`src/rtl/rc4_ksa_fsm.sv`:
```
// RC4 key-scheduling pass: shuffles the identity S table in place through a
// single-port synchronous RAM, seven cycles per index, finish pulse at the end.
module rc4_ksa_fsm #(
  parameter int unsigned KEY_LENGTH = 3,
  parameter int unsigned ADDR_WIDTH = 8,
  parameter int unsigned DATA_WIDTH = 8
) (
  input  logic                    clock,
  input  logic                    reset,
  input  logic                    start,
  input  logic [8*KEY_LENGTH-1:0] key,
  output logic                    finish,
  output logic                    busy,
  output logic [ADDR_WIDTH-1:0]   mem_address,
  output logic [DATA_WIDTH-1:0]   mem_data,
  output logic                    mem_wren,
  input  logic [DATA_WIDTH-1:0]   mem_q
);

  localparam int unsigned KEY_W  = 8 * KEY_LENGTH;
  localparam int unsigned K_W    = (KEY_LENGTH > 1) ? $clog2(KEY_LENGTH) : 1;
  localparam int unsigned LAST_I = (1 << ADDR_WIDTH) - 1;

  typedef enum logic [3:0] {
    IDLE,
    RD_I,
    LAT_I,
    RD_J,
    LAT_J,
    WR_I,
    WR_J,
    NEXT,
    DONE
  } state_e;

  state_e                  state_q, state_d;
  logic [ADDR_WIDTH-1:0]   i_q, i_d;
  logic [ADDR_WIDTH-1:0]   j_q, j_d;
  logic [K_W-1:0]          k_q, k_d;
  logic [DATA_WIDTH-1:0]   si_q, si_d;
  logic [DATA_WIDTH-1:0]   sj_q, sj_d;
  logic [KEY_W-1:0]        key_q, key_d;
  logic [ADDR_WIDTH-1:0]   addr_q, addr_d;
  logic [DATA_WIDTH-1:0]   data_q, data_d;
  logic                    wren_q, wren_d;
  logic                    finish_q, finish_d;
  logic                    busy_q, busy_d;
  logic [7:0]              key_byte_c;

  // Key byte k, byte 0 being the most significant byte of the latched key.
  always_comb begin
    key_byte_c = '0;
    for (int b = 0; b < int'(KEY_LENGTH); b++) begin
      if (k_q == K_W'(b)) key_byte_c = key_q[KEY_W-1-8*b -: 8];
    end
  end

  always_ff @(posedge clock) begin
    if (reset) begin
      state_q  <= IDLE;
      i_q      <= '0;
      j_q      <= '0;
      k_q      <= '0;
      si_q     <= '0;
      sj_q     <= '0;
      key_q    <= '0;
      addr_q   <= '0;
      data_q   <= '0;
      wren_q   <= 1'b0;
      finish_q <= 1'b0;
      busy_q   <= 1'b0;
    end else begin
      state_q  <= state_d;
      i_q      <= i_d;
      j_q      <= j_d;
      k_q      <= k_d;
      si_q     <= si_d;
      sj_q     <= sj_d;
      key_q    <= key_d;
      addr_q   <= addr_d;
      data_q   <= data_d;
      wren_q   <= wren_d;
      finish_q <= finish_d;
      busy_q   <= busy_d;
    end
  end

  // Next state, datapath updates, and memory outputs decoded from the state being entered.
  always_comb begin
    state_d  = state_q;
    i_d      = i_q;
    j_d      = j_q;
    k_d      = k_q;
    si_d     = si_q;
    sj_d     = sj_q;
    key_d    = key_q;
    addr_d   = '0;
    data_d   = '0;
    wren_d   = 1'b0;
    finish_d = 1'b0;
    busy_d   = 1'b0;

    unique case (state_q)
      IDLE: begin
        if (start) begin
          key_d   = key;
          i_d     = '0;
          j_d     = '0;
          k_d     = '0;
          state_d = RD_I;
        end
      end
      RD_I:  state_d = LAT_I;
      LAT_I: begin
        si_d    = mem_q;
        j_d     = j_q + ADDR_WIDTH'(mem_q) + ADDR_WIDTH'(key_byte_c);
        state_d = RD_J;
      end
      RD_J:  state_d = LAT_J;
      LAT_J: begin
        sj_d    = mem_q;
        state_d = WR_I;
      end
      WR_I:  state_d = WR_J;
      WR_J:  state_d = NEXT;
      NEXT: begin
        if (i_q == ADDR_WIDTH'(LAST_I)) begin
          state_d = DONE;
        end else begin
          i_d     = i_q + ADDR_WIDTH'(1);
          k_d     = (k_q == K_W'(KEY_LENGTH - 1)) ? '0 : k_q + K_W'(1);
          state_d = RD_I;
        end
      end
      DONE:    state_d = IDLE;
      default: state_d = IDLE;
    endcase

    unique case (state_d)
      RD_I: addr_d = i_d;
      RD_J: addr_d = j_d;
      WR_I: begin
        addr_d = i_d;
        data_d = sj_d;
        wren_d = 1'b1;
      end
      WR_J: begin
        addr_d = j_d;
        data_d = si_d;
        wren_d = 1'b1;
      end
      DONE:    finish_d = 1'b1;
      default: ;
    endcase

    busy_d = (state_d != IDLE);
  end

  assign finish      = finish_q;
  assign busy        = busy_q;
  assign mem_address = addr_q;
  assign mem_data    = data_q;
  assign mem_wren    = wren_q;

endmodule

```
`config.mk`:
```
export PLATFORM = sky130hd
export DESIGN_NAME = rc4_ksa_fsm
export DESIGN_NICKNAME = d
export VERILOG_FILES = /design/src/rtl/rc4_ksa_fsm.sv
export SDC_FILE = /design/constraint.sdc
export NUM_CORES = 1
export LEC_CHECK = 0
export ABC_AREA = 1
export ABC_CLOCK_PERIOD_IN_PS = 5100
export BUFFER_PORTS_ARGS = -buffer_cell sky130_fd_sc_hd__buf_4
export CAP_MARGIN = 20
export CELL_PAD_IN_SITES_DETAIL_PLACEMENT = 1
export CELL_PAD_IN_SITES_GLOBAL_PLACEMENT = 2
export CORE_UTILIZATION = 36
export CTS_BUF_LIST = sky130_fd_sc_hd__clkbuf_8
export DETAILED_ROUTE_END_ITERATION = 16
export HOLD_SLACK_MARGIN = 0.06
export PLACE_DENSITY_LB_ADDON = 0.1
export SYNTH_ARGS = -nofsm -noshare
export SYNTH_HDL_FRONTEND = slang
export SYNTH_SLANG_ARGS = --single-unit
```
`constraint.sdc`:
```
create_clock -name clock -period 5.1 [get_ports clock]
set_clock_uncertainty 0.1 [all_clocks]
set_input_delay 0.255 -clock clock [delete_from_list [all_inputs] [get_ports clock]]
set_output_delay 0.255 -clock clock [all_outputs]
set_load 0.03 [all_outputs]
```
# Word-level counts from Yosys, hierarchy flattened
# Cells that the tools add are included.
# word_totals
latchBits	0
output_inout_bits	19
input_bits	35
mem_count	0
romBits	0
ram_bits	0
wordCells	63
register_bits	81
# classes
n_eq_ne	17
mul	0
n_lt_le_gt_ge	0
shifts	0
add_sub_neg	4
muxes	21
div_mod_pow	0
bitwise_logic	0
n_reduce_logical	9
# op_table
operator	count
8-bit 2-to-1 mux	8
8-bit case mux with 2 select lines	4
4-bit case mux with 8 select lines	1
4-bit by 3-bit == test with 1-bit output (second input constant)	6
8-bit adder	2
4-bit by 2-bit == test with 1-bit output (second input constant)	3
8-bit by 1-bit adder with 8-bit output (second input constant)	1
4-bit by 1-bit == test with 1-bit output (second input constant)	2
8-bit == test (second input constant)	1
4-bit 2-to-1 mux	2
2-bit 2-to-1 mux	3
2-bit OR reduction	3
4-bit == test (second input constant)	1
4-bit zero test	1
2-bit inequality test (second input constant)	2
2-bit case mux with 2 select lines	1
4-bit nonzero test	1
3-bit AND reduction	1
2-bit by 1-bit adder with 2-bit output (second input constant)	1
2-bit by 1-bit == test with 1-bit output (second input constant)	1
2-bit == test (second input constant)	1
2-bit zero test	1
1-bit 2-to-1 mux	2
2-bit AND reduction	1
2-bit nonzero test	1

# Depth between registers and ports, before layout
# depth
word_depth	7
ltp_mapped	18
ltp_nobuf	18

# Worst setup path before layout
# OpenSTA, ideal clock, no wires.
# synth_timing
path_type	register -> register
from	reg k_q[1]
to	reg addr_q[2], in the netlist mem_address[2]
required_ps	4931
path_buffers	0
period_less_slack_ps	2675
path_slack_ps	2425
stages_incl_launch_ff	15
arrival_ps	2507
setup_ps	69
cell_sequence	dfxtp_1 inv_1 nor2_1 inv_1 o22ai_1 a21oi_1 fa_1 inv_1 ha_1 inv_1 fa_1 or2_2 a21oi_2 nand2_1 o21ai_1
# synth_via
elab_chain_len	7
word_cells_on_any_way	9
cone_classes	add/sub: 1; eq/ne: 2; mux: 5; reduce/logical: 1
# synth_lines
element	line	source
start: declaration	39	logic [K_W-1:0] k_q, k_d;
start signal: assignment	76	k_q <= k_d;
2-bit zero test	54	if (k_q == K_W'(b)) key_byte_c = key_q[KEY_W-1-8*b -: 8];
8-bit 2-to-1 mux (2 in series)	54	
8-bit 2-to-1 mux (*)	54	
8-bit adder (*)	116	j_d = j_q + ADDR_WIDTH'(mem_q) + ADDR_WIDTH'(key_byte_c);
8-bit case mux with 2 select lines (*)	103	unique case (state_q)
8-bit case mux with 2 select lines (*)	139	unique case (state_d)
end signal: assignment	80	addr_q <= addr_d;
end: declaration	43	logic [ADDR_WIDTH-1:0] addr_q, addr_d;
# Every way passes the cells marked *; elsewhere a longest branch is shown, timed or not.
# A chain may end at the register's enable or synchronous reset.

# Worst setup path after layout
# layout_timing
from	reg k_q[0]
to	reg addr_q[5], in the netlist mem_address[5]
# Same word-level chain as after synthesis.

==> PnR_summary.wiki <==
{| class="wikitable"
! Metric !! Value
|-
| Net Switching || 0.000451 W
|-
| Tightest Hold Check Type || input pin to flop
|-
| Core area || 9680 um^2
|-
| Gr usage total || 0.212
|-
| Count of antenna diodes in the layout || 0
|-
| Clock Pin Slew Worst Setup and Hold Paths || 0.08 ns
|-
| First-pass GRT wire length || 16,400 um
|-
| Via/cell ratio || 4.81
|-
| Avg Inst Size Synth || 7.33 um^2
|-
| Total negative setup slack || 0 ns
|-
| Sequential share of power || 0.425
|-
| Synthesized-area fraction occupied by xor and xnor cells || 0.00245
|-
| Area grow syn2layout || 24.0%
|-
| Critical Setup Path Class || flop to flop
|-
| Area fraction in compound gates after synthesis || 0.138
|-
| Number of nets in the finished design || 601
|-
| Final worst-path cycle share || 0.588
|-
| Fraction of power consumed by combinational cells || 0.221
|-
| Cell variety after synth || 35
|-
| Clock latency at the later pin of the worst-skew pair || 0.36 ns
|-
| Post-Place Worst Slack || 2.08 ns
|-
| Run status || finished, violations left
|-
| Number of resized instances in the post-cts repair step || 0
|-
| Setup violators final || 0
|-
| Maximum vdd drop || 120 uV
|-
| Startpoint kind of the worst setup timing path || flop
|-
| Power per unit of standard cell area || 336 nW/um^2
|-
| Total of warnings raised by yosys || 0
|-
| Final Non-Filler Cells || 689
|-
| Setup repair after global routing missed its margin || false
|-
| Number of global-route vias before repair || 3,364
|-
| Proportion of synthesized chip area in sequential cells || 0.409
|-
| Synthesis-stage register bit count || 73
|-
| 1st-pass router iterations || 12
|-
| Fraction of the mapped netlist area in simple logic gates || 0.281
|-
| CTS Buf Count || 9
|-
| Count of pins on the block boundary || 54
|-
| Post-synthesis mux area share || 0
|-
| Number of antenna-violating nets in the routed design || 0
|-
| Maximum clock insertion buffer count || 2
|-
| Max_cap viols || 0
|-
| Final weighted congestion in routability-driven placement || 0.790
|-
| Syn Std Cell Area || 3580 um^2
|-
| Share of synthesized cell area in full adder, half adder and majority cells || 0.0693
|-
| Share of total power in the clock network || 0.354
|-
| CTS sink cnt || 73
|-
| Vert. Die Dim || 102 um
|-
| DIE AREA || 10,300 um^2
|-
| Cell type with the largest total area after synthesis || sky130_fd_sc_hd__dfxtp_1
|-
| CTS tree || yes
|-
| CTS H-tree lvls || 3
|-
| Switching share of power || 0.303
|-
| Maximum number of pins on one net before global-route repair || 51
|-
| Leakage power figure || 2.04 nW
|-
| Relative slew slack || 0.547
|-
| Detail-routed net length per standard cell || 14.5 um
|-
| Share of cells above drive strength 1 || 0.187
|-
| Post-route DRC || 1
|-
| Synthesized Nets || 538
|-
| Time the final worst path needs with I/O delays and setup || 3.00 ns
|-
| Slew of the pin with the lowest slew margin || 0.678 ns
|-
| Failing checks || DRC
|-
| Gr ovfl total || 0
|-
| Final hold violation count || 0
|-
| Number of DRC markers after the initial detailed-route iteration || 79
|-
| Critical-path maximum fanout || 8
|-
| Fraction of post-synthesis cell area in the top cell type by area || 0.409
|-
| Main area contributors after synthesis || sky130_fd_sc_hd__dfxtp_1, sky130_fd_sc_hd__nand2_1, sky130_fd_sc_hd__inv_1, sky130_fd_sc_hd__a21oi_1, sky130_fd_sc_hd__fa_1
|-
| Post-synthesis cell count || 488
|-
| Antenna violations before repair || 0
|-
| Max-slew violations || 0
|-
| Hold bufs inserted after CTS || 14
|-
| Internal cell power || 0.00104 W
|-
| Clock root buffer || sky130_fd_sc_hd__clkbuf_8
|-
| Horizontal extent of the die || 102 um
|-
| Final total power || 0.00149 W
|-
| Achievable frequency || 334 MHz
|-
| Final Routed Wirelength || 9960 um
|-
| Number of cells in the design after placement || 659
|-
| Count of standard-cell rows || 36
|-
| # Post-CTS Setup Buffers || 0
|-
| Count of buffers from port buffering || 53
|-
| Required @ worst endpoint || 5.30 ns
|-
| Final setup slack of the worst path || 2.10 ns
|-
| Vias || 3,312
|-
| Initial core utilization || 0.369
|-
| Final HPWL DP || 7310 um
|-
| WP data arrival || 3.20 ns
|-
| Largest family of logic cells by synthesized area || simple AND/OR/NAND/NOR gates
|-
| Worst Setup End Kind || flop
|}
routing by layer:
layer	part of all wire	vias up	track usage
met5	0	-	0
li1	-	1676	-
met2	0.47	52	0.349
met3	0.028	12	0.0311
met1	0.48	1572	0.281
met4	0.015	0	0.0769
flip-flops by register name, summed over array words and instances, names as in the netlist:
signal	cells
busy	1
finish	1
i_q	8
j_q	8
k_q	2
key_q	24
mem_address	8
mem_data	8
mem_wren	1
si_q	8
state_q	4
synth_stat cells (all sizes together):
| cell | count |
|---|---|
| o221ai | 6 |
| buf | 10 |
| nor3 | 4 |
| or2 | 14 |
| nand2 | 137 |
| nand3 | 33 |
| a22oi | 1 |
| dfxtp | 73 |
| inv | 72 |
| clkbuf | 6 |
| nand4 | 4 |
| nor2 | 28 |
| a21oi | 54 |
| o211ai | 1 |
| clkinv | 1 |
| o21ai | 26 |
| xnor2 | 1 |
| fa | 8 |
| ha | 7 |
| o22ai | 1 |
| nand3b | 1 |
through the flow:
step                hold slack [ns]  utilization  instance area (um^2)
finish                       0.0735        0.458                  4430
floorplan                     0.298            -                  3580
detailed placement            0.351        0.420                  4060
global placement              0.350        0.420                  4060
global route                 0.0660        0.458                  4430
CTS                          0.0604        0.458                  4430
worst max-delay path, stage by stage (launching register included):
cell,delay [ns]
sky130_fd_sc_hd__dfxtp_1,0.46
sky130_fd_sc_hd__inv_1,0.11
sky130_fd_sc_hd__nand2_1,0.15
sky130_fd_sc_hd__o22ai_1,0.09
sky130_fd_sc_hd__a21oi_1,0.17
sky130_fd_sc_hd__fa_1,0.43
sky130_fd_sc_hd__inv_1,0.07
sky130_fd_sc_hd__ha_1,0.16
sky130_fd_sc_hd__inv_1,0.06
sky130_fd_sc_hd__fa_1,0.41
sky130_fd_sc_hd__nor2_1,0.15
sky130_fd_sc_hd__nor3_1,0.06
sky130_fd_sc_hd__nand3b_1,0.16
sky130_fd_sc_hd__o21ai_0,0.14
sky130_fd_sc_hd__nand3_1,0.12
sky130_fd_sc_hd__nand2_1,0.11
cells by family (layout without fill, tap and decap cells):
kind of cell / count (synthesis) / count (layout)
AOI/OAI and AO/OA: 89 / 89
buffers and inverters: 89 / 157
DFF: 73 / 73
and+or+nand+nor: 221 / 221
xor gates and xnor gates: 1 / 1
adders and majority gates: 15 / 15
placed cells by master (no fill, tap or decap), drive strengths merged:
| cell | instances |
|---|---|
| nand2 | 137 |
| inv | 74 |
| dfxtp | 73 |
| buf | 54 |
| a21oi | 54 |
| nand3 | 33 |
| nor2 | 28 |
| o21ai | 26 |
| or2 | 14 |
| dlygate4sd3 | 14 |
| clkbuf | 11 |
| fa | 8 |
| ha | 7 |
| o221ai | 6 |
| nand4 | 4 |
| nor3 | 4 |
| clkinv | 2 |
| bufinv | 2 |
| o22ai | 1 |
| xnor2 | 1 |
| nand3b | 1 |
| a22oi | 1 |
| o211ai | 1 |
power groups by stage:
| stage | Clock (W) | Combinational (W) | Sequential, W |
|---|---|---|---|
| 2_1_floorplan | 0 | 0.000224 | 0.000649 |
| 3_3_place_gp | 0 | 0.000312 | 0.000646 |
| 3_5_place_dp | 0 | 0.000323 | 0.000647 |
| 4_1_cts | 0.000543 | 0.000333 | 0.000634 |
| 5_1_grt | 0.000567 | 0.000378 | 0.000638 |
| 6_report | 0.000528 | 0.000329 | 0.000634 |
worst paths after layout:
kind                               start              to  slack (ns)  depth (start not counted)
worst max-delay path              k_q[0]  mem_address[5]        2.10                         15
worst min-delay path            mem_q[5]     mem_data[5]        0.07                          3
worst max register to register    k_q[0]  mem_address[5]        2.10                         15
worst min register to register  key_q[0]        key_q[0]        0.36                          2
cell type report:
type | count | area (um^2)
fill | 1247 | 5250
sequential | 73 | 1460
inverter | 73 | 275
clock inverter | 5 | 77.6
timing repair buffer | 68 | 546
tap | 133 | 166
multi-input combinational | 326 | 1760
clock buffer | 11 | 151
(Power assumes the default switching activity.)
